File: src/rtl/ring_host_injector.sv
// Ring station in front of a gpc_4t_tile ring input: re-registers ring traffic,
// injects queued host RD/WR requests into empty slots and strips local responses.
module ring_host_injector #(
  parameter int FIFO_DEPTH      = 4,
  parameter int MAX_OUTSTANDING = 4
) (
  input  logic        QClk,
  input  logic        RstQnnnL,
  input  logic [7:0]  StationId,

  input  logic        RingInputValidQ500H,
  input  logic [1:0]  RingInputOpcodeQ500H,
  input  logic [31:0] RingInputAddressQ500H,
  input  logic [31:0] RingInputDataQ500H,

  output logic        RingOutputValidQ501H,
  output logic [1:0]  RingOutputOpcodeQ501H,
  output logic [31:0] RingOutputAddressQ501H,
  output logic [31:0] RingOutputDataQ501H,

  input  logic        HostReqValid,
  output logic        HostReqReady,
  input  logic [1:0]  HostReqOpcode,
  input  logic [31:0] HostReqAddress,
  input  logic [31:0] HostReqData,

  output logic        HostRspValid,
  output logic [1:0]  HostRspOpcode,
  output logic [31:0] HostRspData,

  output logic [2:0]  OutstandingCnt,
  output logic        OrphanRspErr
);

  localparam int PW = (FIFO_DEPTH > 1) ? $clog2(FIFO_DEPTH) : 1;

  localparam logic [1:0] OP_RD     = 2'b00;
  localparam logic [1:0] OP_WR     = 2'b01;
  localparam logic [1:0] OP_RD_RSP = 2'b10;
  localparam logic [1:0] OP_WR_RSP = 2'b11;

  typedef struct packed {
    logic [1:0]  opcode;
    logic [31:0] address;
    logic [31:0] data;
  } t_req;

  t_req            r_mem [FIFO_DEPTH];
  logic [PW-1:0]   r_wr_ptr;
  logic [PW-1:0]   r_rd_ptr;
  logic [PW:0]     r_count;
  logic [2:0]      r_outstanding;
  logic            r_orphan;

  logic            w_full;
  logic            w_push;
  logic            w_consume;
  logic            w_slot_empty;
  logic            w_can_issue;
  logic            w_inject;
  t_req            w_head;

  // Ready depends only on registered occupancy, never on HostReqValid.
  assign w_full       = (r_count == (PW+1)'(FIFO_DEPTH));
  assign HostReqReady = !w_full;

  // Illegal opcodes complete the handshake but are silently discarded.
  assign w_push = HostReqValid && HostReqReady &&
                  ((HostReqOpcode == OP_RD) || (HostReqOpcode == OP_WR));

  assign w_consume = RingInputValidQ500H &&
                     ((RingInputOpcodeQ500H == OP_RD_RSP) ||
                      (RingInputOpcodeQ500H == OP_WR_RSP)) &&
                     (RingInputAddressQ500H[31:24] == StationId);

  assign w_slot_empty = !RingInputValidQ500H || w_consume;
  assign w_can_issue  = (r_outstanding < 3'(MAX_OUTSTANDING));
  assign w_inject     = w_slot_empty && (r_count != '0) && w_can_issue;
  assign w_head       = r_mem[r_rd_ptr];

  // NOTE: the storage array carries no reset; pointers and count define which entries are live.
  always_ff @(posedge QClk) begin
    if (w_push) begin
      r_mem[r_wr_ptr] <= '{opcode: HostReqOpcode, address: HostReqAddress, data: HostReqData};
    end
  end

  always_ff @(posedge QClk or negedge RstQnnnL) begin
    if (!RstQnnnL) begin
      r_wr_ptr <= '0;
      r_rd_ptr <= '0;
      r_count  <= '0;
    end else begin
      if (w_push)   r_wr_ptr <= r_wr_ptr + 1'b1;
      if (w_inject) r_rd_ptr <= r_rd_ptr + 1'b1;
      case ({w_push, w_inject})
        2'b10:   r_count <= r_count + 1'b1;
        2'b01:   r_count <= r_count - 1'b1;
        default: r_count <= r_count;
      endcase
    end
  end

  // Pass-through has priority; an empty slot carries the FIFO head or an idle RD/0/0.
  always_ff @(posedge QClk or negedge RstQnnnL) begin
    if (!RstQnnnL) begin
      RingOutputValidQ501H   <= 1'b0;
      RingOutputOpcodeQ501H  <= OP_RD;
      RingOutputAddressQ501H <= '0;
      RingOutputDataQ501H    <= '0;
    end else if (RingInputValidQ500H && !w_consume) begin
      RingOutputValidQ501H   <= 1'b1;
      RingOutputOpcodeQ501H  <= RingInputOpcodeQ500H;
      RingOutputAddressQ501H <= RingInputAddressQ500H;
      RingOutputDataQ501H    <= RingInputDataQ500H;
    end else if (w_inject) begin
      RingOutputValidQ501H   <= 1'b1;
      RingOutputOpcodeQ501H  <= w_head.opcode;
      RingOutputAddressQ501H <= w_head.address;
      RingOutputDataQ501H    <= w_head.data;
    end else begin
      RingOutputValidQ501H   <= 1'b0;
      RingOutputOpcodeQ501H  <= OP_RD;
      RingOutputAddressQ501H <= '0;
      RingOutputDataQ501H    <= '0;
    end
  end

  always_ff @(posedge QClk or negedge RstQnnnL) begin
    if (!RstQnnnL) begin
      HostRspValid  <= 1'b0;
      HostRspOpcode <= OP_RD;
      HostRspData   <= '0;
    end else begin
      HostRspValid <= w_consume;
      if (w_consume) begin
        HostRspOpcode <= RingInputOpcodeQ500H;
        HostRspData   <= RingInputDataQ500H;
      end
    end
  end

  // A response arriving with nothing outstanding is flagged and does not underflow.
  always_ff @(posedge QClk or negedge RstQnnnL) begin
    if (!RstQnnnL) begin
      r_outstanding <= '0;
      r_orphan      <= 1'b0;
    end else begin
      case ({w_inject, w_consume})
        2'b10: r_outstanding <= r_outstanding + 1'b1;
        2'b01: begin
          if (r_outstanding == '0) r_orphan <= 1'b1;
          else                     r_outstanding <= r_outstanding - 1'b1;
        end
        default: r_outstanding <= r_outstanding;
      endcase
    end
  end

  assign OutstandingCnt = r_outstanding;
  assign OrphanRspErr   = r_orphan;

endmodule

File: config.mk
export PLATFORM = sky130hd
export DESIGN_NAME = ring_host_injector
export DESIGN_NICKNAME = d
export VERILOG_FILES = /design/src/rtl/ring_host_injector.sv
export SDC_FILE = /design/constraint.sdc
export NUM_CORES = 1
export LEC_CHECK = 0
export BUFFER_PORTS_ARGS = -buffer_cell sky130_fd_sc_hd__buf_2
export CAP_MARGIN = 40
export CORE_ASPECT_RATIO = 1.4
export CORE_MARGIN = 2
export CORE_UTILIZATION = 30
export DETAILED_ROUTE_END_ITERATION = 8
export PLACE_DENSITY = 0.45
export SLEW_MARGIN = 30
export SYNTH_ARGS = -nofsm -noshare
export SYNTH_HDL_FRONTEND = slang
export SYNTH_SLANG_ARGS = --single-unit
File: constraint.sdc
create_clock -name QClk -period 3.5 [get_ports QClk]
set_input_delay 0.175 -clock QClk [delete_from_list [all_inputs] [get_ports QClk]]
set_output_delay 0.175 -clock QClk [all_outputs]
set_load 0.005 [all_outputs]
==> results.yml, run 1 <==
status:
  status: "finished, final reports clean"
timing:
  rsz0062_at_grt: "no"
  tns_ns: 0
  max_slew_margin_pct: 53.4
  setup_viol: 0
  fmax_ghz: 0.418
  min_period_over_period_pct: 68.3
  tightest_slew_ns: 0.698
  layout_min_cycle_time_ns: 2.39
  skew_ns: 0.0168
  slew_viol_final: 0
  hold_violations: 0
routing:
  vias_per_cell: 4.60
  route.vias.total: 8625
  ant_nets: 0
  drt-total-wl_microns: 38700
  drt_pre_antenna_iters: 5
  drt_iter0_drc: 439
  wire_per_inst_microns: 20.6
  drcViolationCount: 0
worst_setup_path:
  worst_r2r_path_depth: 7
  cpLargestDelayFamily: "simple AND/OR/NAND/NOR gates"
  worst_ep_arrival_time_ns: 2.84
  critPathCaptureType: "register"
  crit_slowest_cell: "dlygate4sd3_1"
  criticalPathCategory: "input pin to register"
  cp.required_ns: 3.95
  cp_max_fo: 12
  start_kind: "input pin"
  startpoint: "RingInputValidQ500H"
  max_stage_delay_ns: 0.53
  crit_chain: "dlygate4sd3_1, buf_4, nand2_1, nor4_4, a31oi_4, nor2_1, ha_1, inv_1, fa_1, xor2_1, nor2_1, xor2_1"
  timing.critical_path.buf_inv: 3
  r2r-start: "r_count[0]$_DFFE_PN0P_"
  r2r_slack_ns: 1.25
  r2r_end: "OutstandingCnt[2]$_DFFE_PN0P_"
floorplanning:
  dieArea_sq_um: 50500
  fp.coreArea_sq_um: 48000
  num_rows: 95
  pin_count: 251
  initial_utilization_pct: 30.4
  die_width_microns: 191
  die_h_microns: 265
clock_tree:
  cts_tree: "done"
  cts_buffer_depth: 3
  htreeDepth: 2
  root_buffer: "clkbuf_16"
  clk_latency_ns: 0.54
  post_cts_buffers: 0
  cts_made_buffers: 40
  path_clk_slew_ns: 0.06
  cts_sinks: 377
  cts_resized: 0
  hold_buffers: 134
yosys:
  synth-edff-count: 264
  yosysUniqueCellTypes: 46
  ys_ff_latch: 377
  async_flop_share_pct: 30.0
  ys.flop_type: "edfxtp_1"
  syn_avg_cell_area_sq_um: 17.9
  seq_area_frac_synth_pct: 73.6
  syn_inst: 815
  ys_warn_count: 0
  syn_nets: 966
  syn_area_sq_um: 14600
final_layout:
  final_cell_area_sq_um: 19300
  syn2layout_area_growth_pct: 32.2
  drive_above_1_share_pct: 35.1
  n_fill_cell: 4458
  nNetsFinal: 1362
pwr:
  leakagePower_nw: 7.85
  power.density_nw_per_um2: 556
  power_mw: 10.7
  irDropWorstVdd_mv: 0.373
global_routing:
  antenna_found_initial: 5
  grt-ovfl-total: 0
  grt_pass1_vias: 9491
  grt_pass1_wl_microns: 58200
  grt.total_usage_pct: 15.3
  grt_max_degree: 73
placement:
  gp_congestion: 0.729
  io_buffer_count: 250
  post-dp-hpwl_microns: 23900
  placed_area_sq_um: 16700
min_path:
  hold_class: "input pin to register"
  whs_endpoint: "RingOutputAddressQ501H[24]$_DFF_PN0_"
  hold_start: "RingInputAddressQ500H[24]"
  worstHoldPathCells: 3
flow_run:
  max_cap_violations: 0
-- synth_stat cells (2+ instances only) --
library cell	number	area, sq um
ha_1	5	62.6
clkbuf_1	27	101
mux2_1	5	56.3
o2111ai_1	2	17.5
edfxtp_1	264	7930
xnor2_1	7	61.3
or3_1	2	12.5
fa_1	2	40.0
nand2_1	66	248
nor2_1	6	22.5
buf_6	3	33.8
nand4_1	3	18.8
mux2_2	30	338
xor2_1	7	61.3
o21ai_0	3	15.0
buf_2	14	70.1
dfrtp_1	113	2830
a41oi_1	2	17.5
nor3_1	4	20.0
inv_1	78	293
nor4_1	3	18.8
buf_4	8	60.1
mux4_2	66	1490
nand3_1	2	10.0
o32ai_1	66	578
or2_2	3	18.8
and2_1	5	31.3
-- cells in the final DEF (no fill, tap or decap), types with 5 or more instances in the layout --
master / Yosys / final
edfxtp_1: 264 / 264
buf_2: 14 / 248
dlygate4sd3_1: 0 / 134
dfrtp_1: 113 / 111
inv_1: 78 / 78
nand2_1: 66 / 66
mux4_2: 66 / 66
o32ai_1: 66 / 66
clkbuf_16: 0 / 41
mux2_2: 30 / 30
clkbuf_1: 27 / 15
buf_4: 8 / 14
buf_12: 0 / 10
xor2_1: 7 / 7
xnor2_1: 7 / 7
nor2_1: 6 / 6
mux2_1: 5 / 5
ha_1: 5 / 5
-- power breakdown --
group / leakage [nW] / internal (mW) / total [mW] / switching [mW]
Sequential: 3.87 / 5.24 / 5.38 / 0.138
Clock: 0.605 / 2.39 / 4.13 / 1.74
Combinational: 3.38 / 0.552 / 1.24 / 0.684
-- final cells by class --
cell class,count,area [sq um],area share (%)
sequential,377,10800,55.7
antenna,2,5.00,0.0259
inverter,78,293,1.51
timing repair buffer,407,2900,15.0
tap,630,788,4.08
clock buffer,60,1140,5.88
clock inverter,12,113,0.583
multi-input combinational,307,3330,17.2
-- worst min-delay path, stage by stage --
cell	delay, ns
buf_2	0.13
nand2_1	0.11
o32ai_1	0.09
-- per-stage QoR --
stage / setup WS (ns) / hold slack (ns) / cells / util [%]
after global routing: 0.970 / 0.0194 / 1873 / 40.2
after detailed placement: 1.07 / 0.250 / 1664 / 34.8
final: 1.11 / 0.0170 / 1873 / 40.2
after CTS: 1.07 / 0.0185 / 1870 / 40.2
after global placement: 1.09 / 0.265 / 1661 / 34.7
after floorplan: 0.595 / -0.121 / 815 / -
-- kinds of logic (layout without fill, tap and decap cells) --
| group | after synthesis | after routing | synth area share (%) |
|---|---|---|---|
| flops | 377 | 377 | 73.6 |
| fa+ha+maj | 7 | 7 | 0.702 |
| compound gates | 80 | 80 | 4.69 |
| xor+xnor | 14 | 14 | 0.839 |
| simple gates | 104 | 104 | 3.42 |
| mux | 102 | 102 | 12.9 |
| other cells | 0 | 2 | 0 |
| buf+inv | 131 | 557 | 3.84 |
-- layer usage --
metal  track usage (%)  share of wire (%)  up-vias
met5                 0              0.091        -
met4              4.76                2.5        6
met3              3.36                5.3       63
met2              27.1                 50      236
met1              18.6                 42     4391
li1                  -                  -     3929
-- sequential cells by signal, summed over array words and instances (netlist names) --
register	cells
HostRspData	32
HostRspOpcode	2
HostRspValid	1
OrphanRspErr	1
OutstandingCnt	3
RingOutputAddressQ501H	32
RingOutputDataQ501H	32
RingOutputOpcodeQ501H	2
RingOutputValidQ501H	1
r_count	3
r_mem	264
r_rd_ptr	2
r_wr_ptr	2
-- worst max-delay path by stage --
stage	depth (start not counted)	slack [ns]	to
final	12	1.11	r_count[2]$_DFFE_PN0P_
after detailed placement	11	1.07	r_count[2]$_DFFE_PN0P_
after global routing	12	0.97	r_count[2]$_DFFE_PN0P_
after global placement	11	1.09	r_count[2]$_DFFE_PN0P_
after CTS	12	1.07	r_count[2]$_DFFE_PN0P_
after floorplan	5	0.59	r_mem[0][0]$_DFFE_PP_
Note: power is estimated with default switching activity, not from simulation.
==> run 2, diff against run 1 <==
Settings changed: PLACE_DENSITY 0.45 to 0.47.
Clock period 3.5 ns to 2.1 ns, I/O delays scaled along.
==> run 2 against run 1 <==
Net effect:
- worst setup slack got worse by 1.0 ns
- clock skew is essentially flat
- sequential power is 67% higher
- via count rose by 2.3%
- final cell count rose by 2.5%
==> results.yml, run 2 (synthesis results as in run 1) <==
global_routing:
  grt-ovfl-total: 0
  grt.total_usage_pct: 15.1
  grt_max_degree: 50
  grt_pass1_wl_microns: 57700
  grt_pass1_vias: 9732
  antenna_found_initial: 3
floorplanning:
  num_rows: 95
  die_h_microns: 265
  fp.coreArea_sq_um: 48000
  dieArea_sq_um: 50500
  die_width_microns: 191
  pin_count: 251
  initial_utilization_pct: 30.4
worst_setup_path:
  timing.critical_path.buf_inv: 3
  max_stage_delay_ns: 0.54
  cpLargestDelayFamily: "buffers and inverters"
  cp.required_ns: 2.53
  r2r_slack_ns: 0.10
  critPathCapture: "HostRspData[28]$_DFFE_PN0P_"
  r2r_end: "r_count[2]$_DFFE_PN0P_"
  criticalPathCategory: "input pin to register"
  crit_slowest_cell: "dlygate4sd3_1"
  critPathCaptureType: "register"
  start_kind: "input pin"
  r2r-start: "r_count[0]$_DFFE_PN0P_"
  cp_max_fo: 21
  path_depth: 7
  worst_ep_arrival_time_ns: 2.44
  crit_chain: "dlygate4sd3_1, buf_2, xor2_1, or4_4, nor3_4, buf_4, mux2_2"
  startpoint: "RingInputAddressQ500H[30]"
  worst_r2r_path_depth: 10
pwr:
  leakagePower_nw: 8.15
  power_frac_comb_pct: 12.3
  intPower_mw: 14.0
  power_frac_seq_pct: 48.8
  irDropWorstVdd_mv: 0.521
  switchingPower_mw: 4.33
  switching_share_pct: 23.6
  power.density_nw_per_um2: 924
  clock_power_share_pct: 38.8
timing:
  layout_setup_ws_ns: 0.0837
  min_period_over_period_pct: 96.0
  tns_ns: 0
  slew_viol_final: 0
  fmax_ghz: 0.496
  setup_viol: 0
  rsz0062_at_grt: "no"
  skew_ns: 0.0168
  tightest_slew_ns: 0.571
  hold_violations: 0
  max_slew_margin_pct: 61.8
  whs_ns: 0.0552
  layout_min_cycle_time_ns: 2.02
final_layout:
  regMostFlops: "r_mem"
  drive_above_1_share_pct: 38.9
  mostFrequentLayoutCells: "264 x edfxtp_1, 248 x buf_2, 132 x dlygate4sd3_1, 109 x dfrtp_1, 76 x inv_1"
  fin_util_pct: 41.3
  nNetsFinal: 1406
  final_common_cell: "edfxtp_1"
  syn2layout_area_growth_pct: 35.8
  largest_register_ffs: 264
routing:
  drt-total-wl_microns: 37900
  vias_per_cell: 4.60
  route.vias.total: 8823
  drt_iter0_drc: 436
  wire_per_inst_microns: 19.7
  drt_pre_antenna_iters: 6
  drcViolationCount: 0
  ant_nets: 0
clock_tree:
  cts_buffer_depth: 3
  clk_latency_ns: 0.54
  htreeDepth: 2
  root_buffer: "clkbuf_16"
  cts_made_buffers: 40
  cts_sinks: 377
  cts_tree: "done"
  path_clk_slew_ns: 0.06
min_path:
  hold_class: "input pin to async pin"
placement:
  io_buffer_count: 250
  place_ws_ns: -0.197
  post-dp-hpwl_microns: 24800
  gp_congestion: 0.723
status:
  status: "finished, final reports clean"
flow_run:
  max_cap_violations: 0
run 2: changes by cell type in the layout (fill, tap and decap cells not counted), moves of 3 or more:
cell      change
buf_4        +40
clkbuf_1      -9
buf_12        +5
clkinv_1      +4
clkinv_2      +4
inv_6         +3
run 2: worst min-delay path by stage:
stage | slack (ns) | depth (start not counted) | start | to
floorplan | -0.19 | 0 | RstQnnnL | HostRspData[0]$_DFFE_PN0P_
global route | 0.08 | 4 | RingInputAddressQ500H[28] | RingOutputAddressQ501H[28]$_DFF_PN0_
finish | 0.06 | 2 | RstQnnnL | RingOutputDataQ501H[10]$_DFF_PN0_
global placement | 0.07 | 1 | RstQnnnL | RingOutputDataQ501H[10]$_DFF_PN0_
CTS | 0.04 | 4 | RingInputAddressQ500H[28] | RingOutputAddressQ501H[28]$_DFF_PN0_
detailed placement | 0.06 | 1 | RstQnnnL | HostRspData[10]$_DFFE_PN0P_
run 2: stage by stage:
stage | cell area, sq um | total power, mW | instances
floorplan | 14700 | 10.1 | 815
global placement | 17100 | 11.1 | 1704
detailed placement | 17100 | 11.2 | 1706
CTS | 19800 | 18.6 | 1912
global route | 19900 | 19.1 | 1918
finish | 19900 | 18.4 | 1919
run 2: per-layer routing:
metal / share of wire [%] / track usage [%] / vias up
met5: 0.079 / 0 / -
met2: 52 / 27.5 / 222
met3: 5.0 / 2.94 / 60
li1: - / - / 4026
met1: 41 / 17.9 / 4511
met4: 2.4 / 4.73 / 4
run 2: final cells by class:
| class | instances | area [sq um] |
|---|---|---|
| antenna | 2 | 5.00 |
| clock buffer | 51 | 1100 |
| clock inverter | 23 | 220 |
| fill | 4436 | 28200 |
| inverter | 78 | 293 |
| multi-input combinational | 307 | 3370 |
| sequential | 377 | 10800 |
| tap | 630 | 788 |
| timing repair buffer | 451 | 3310 |
run 2: timing repair:
action | 4_1_cts | 5_1_grt
setup buffers | 0 | 5
resized for setup | 1 | 7
pin swaps | 0 | 4
hold buffers | 132 | 0
hold endpoints to repair | 475 | 0
setup endpoints to repair | 1 | 1
run 2: power by group through the flow:
stage	Combinational, mW	Clock, mW	Sequential, mW
finish	2.27	7.12	8.96
global route	2.50	7.60	9.02
global placement	2.04	0	9.09
detailed placement	2.06	0	9.11
CTS	2.28	7.35	8.97
floorplan	1.02	0	9.07
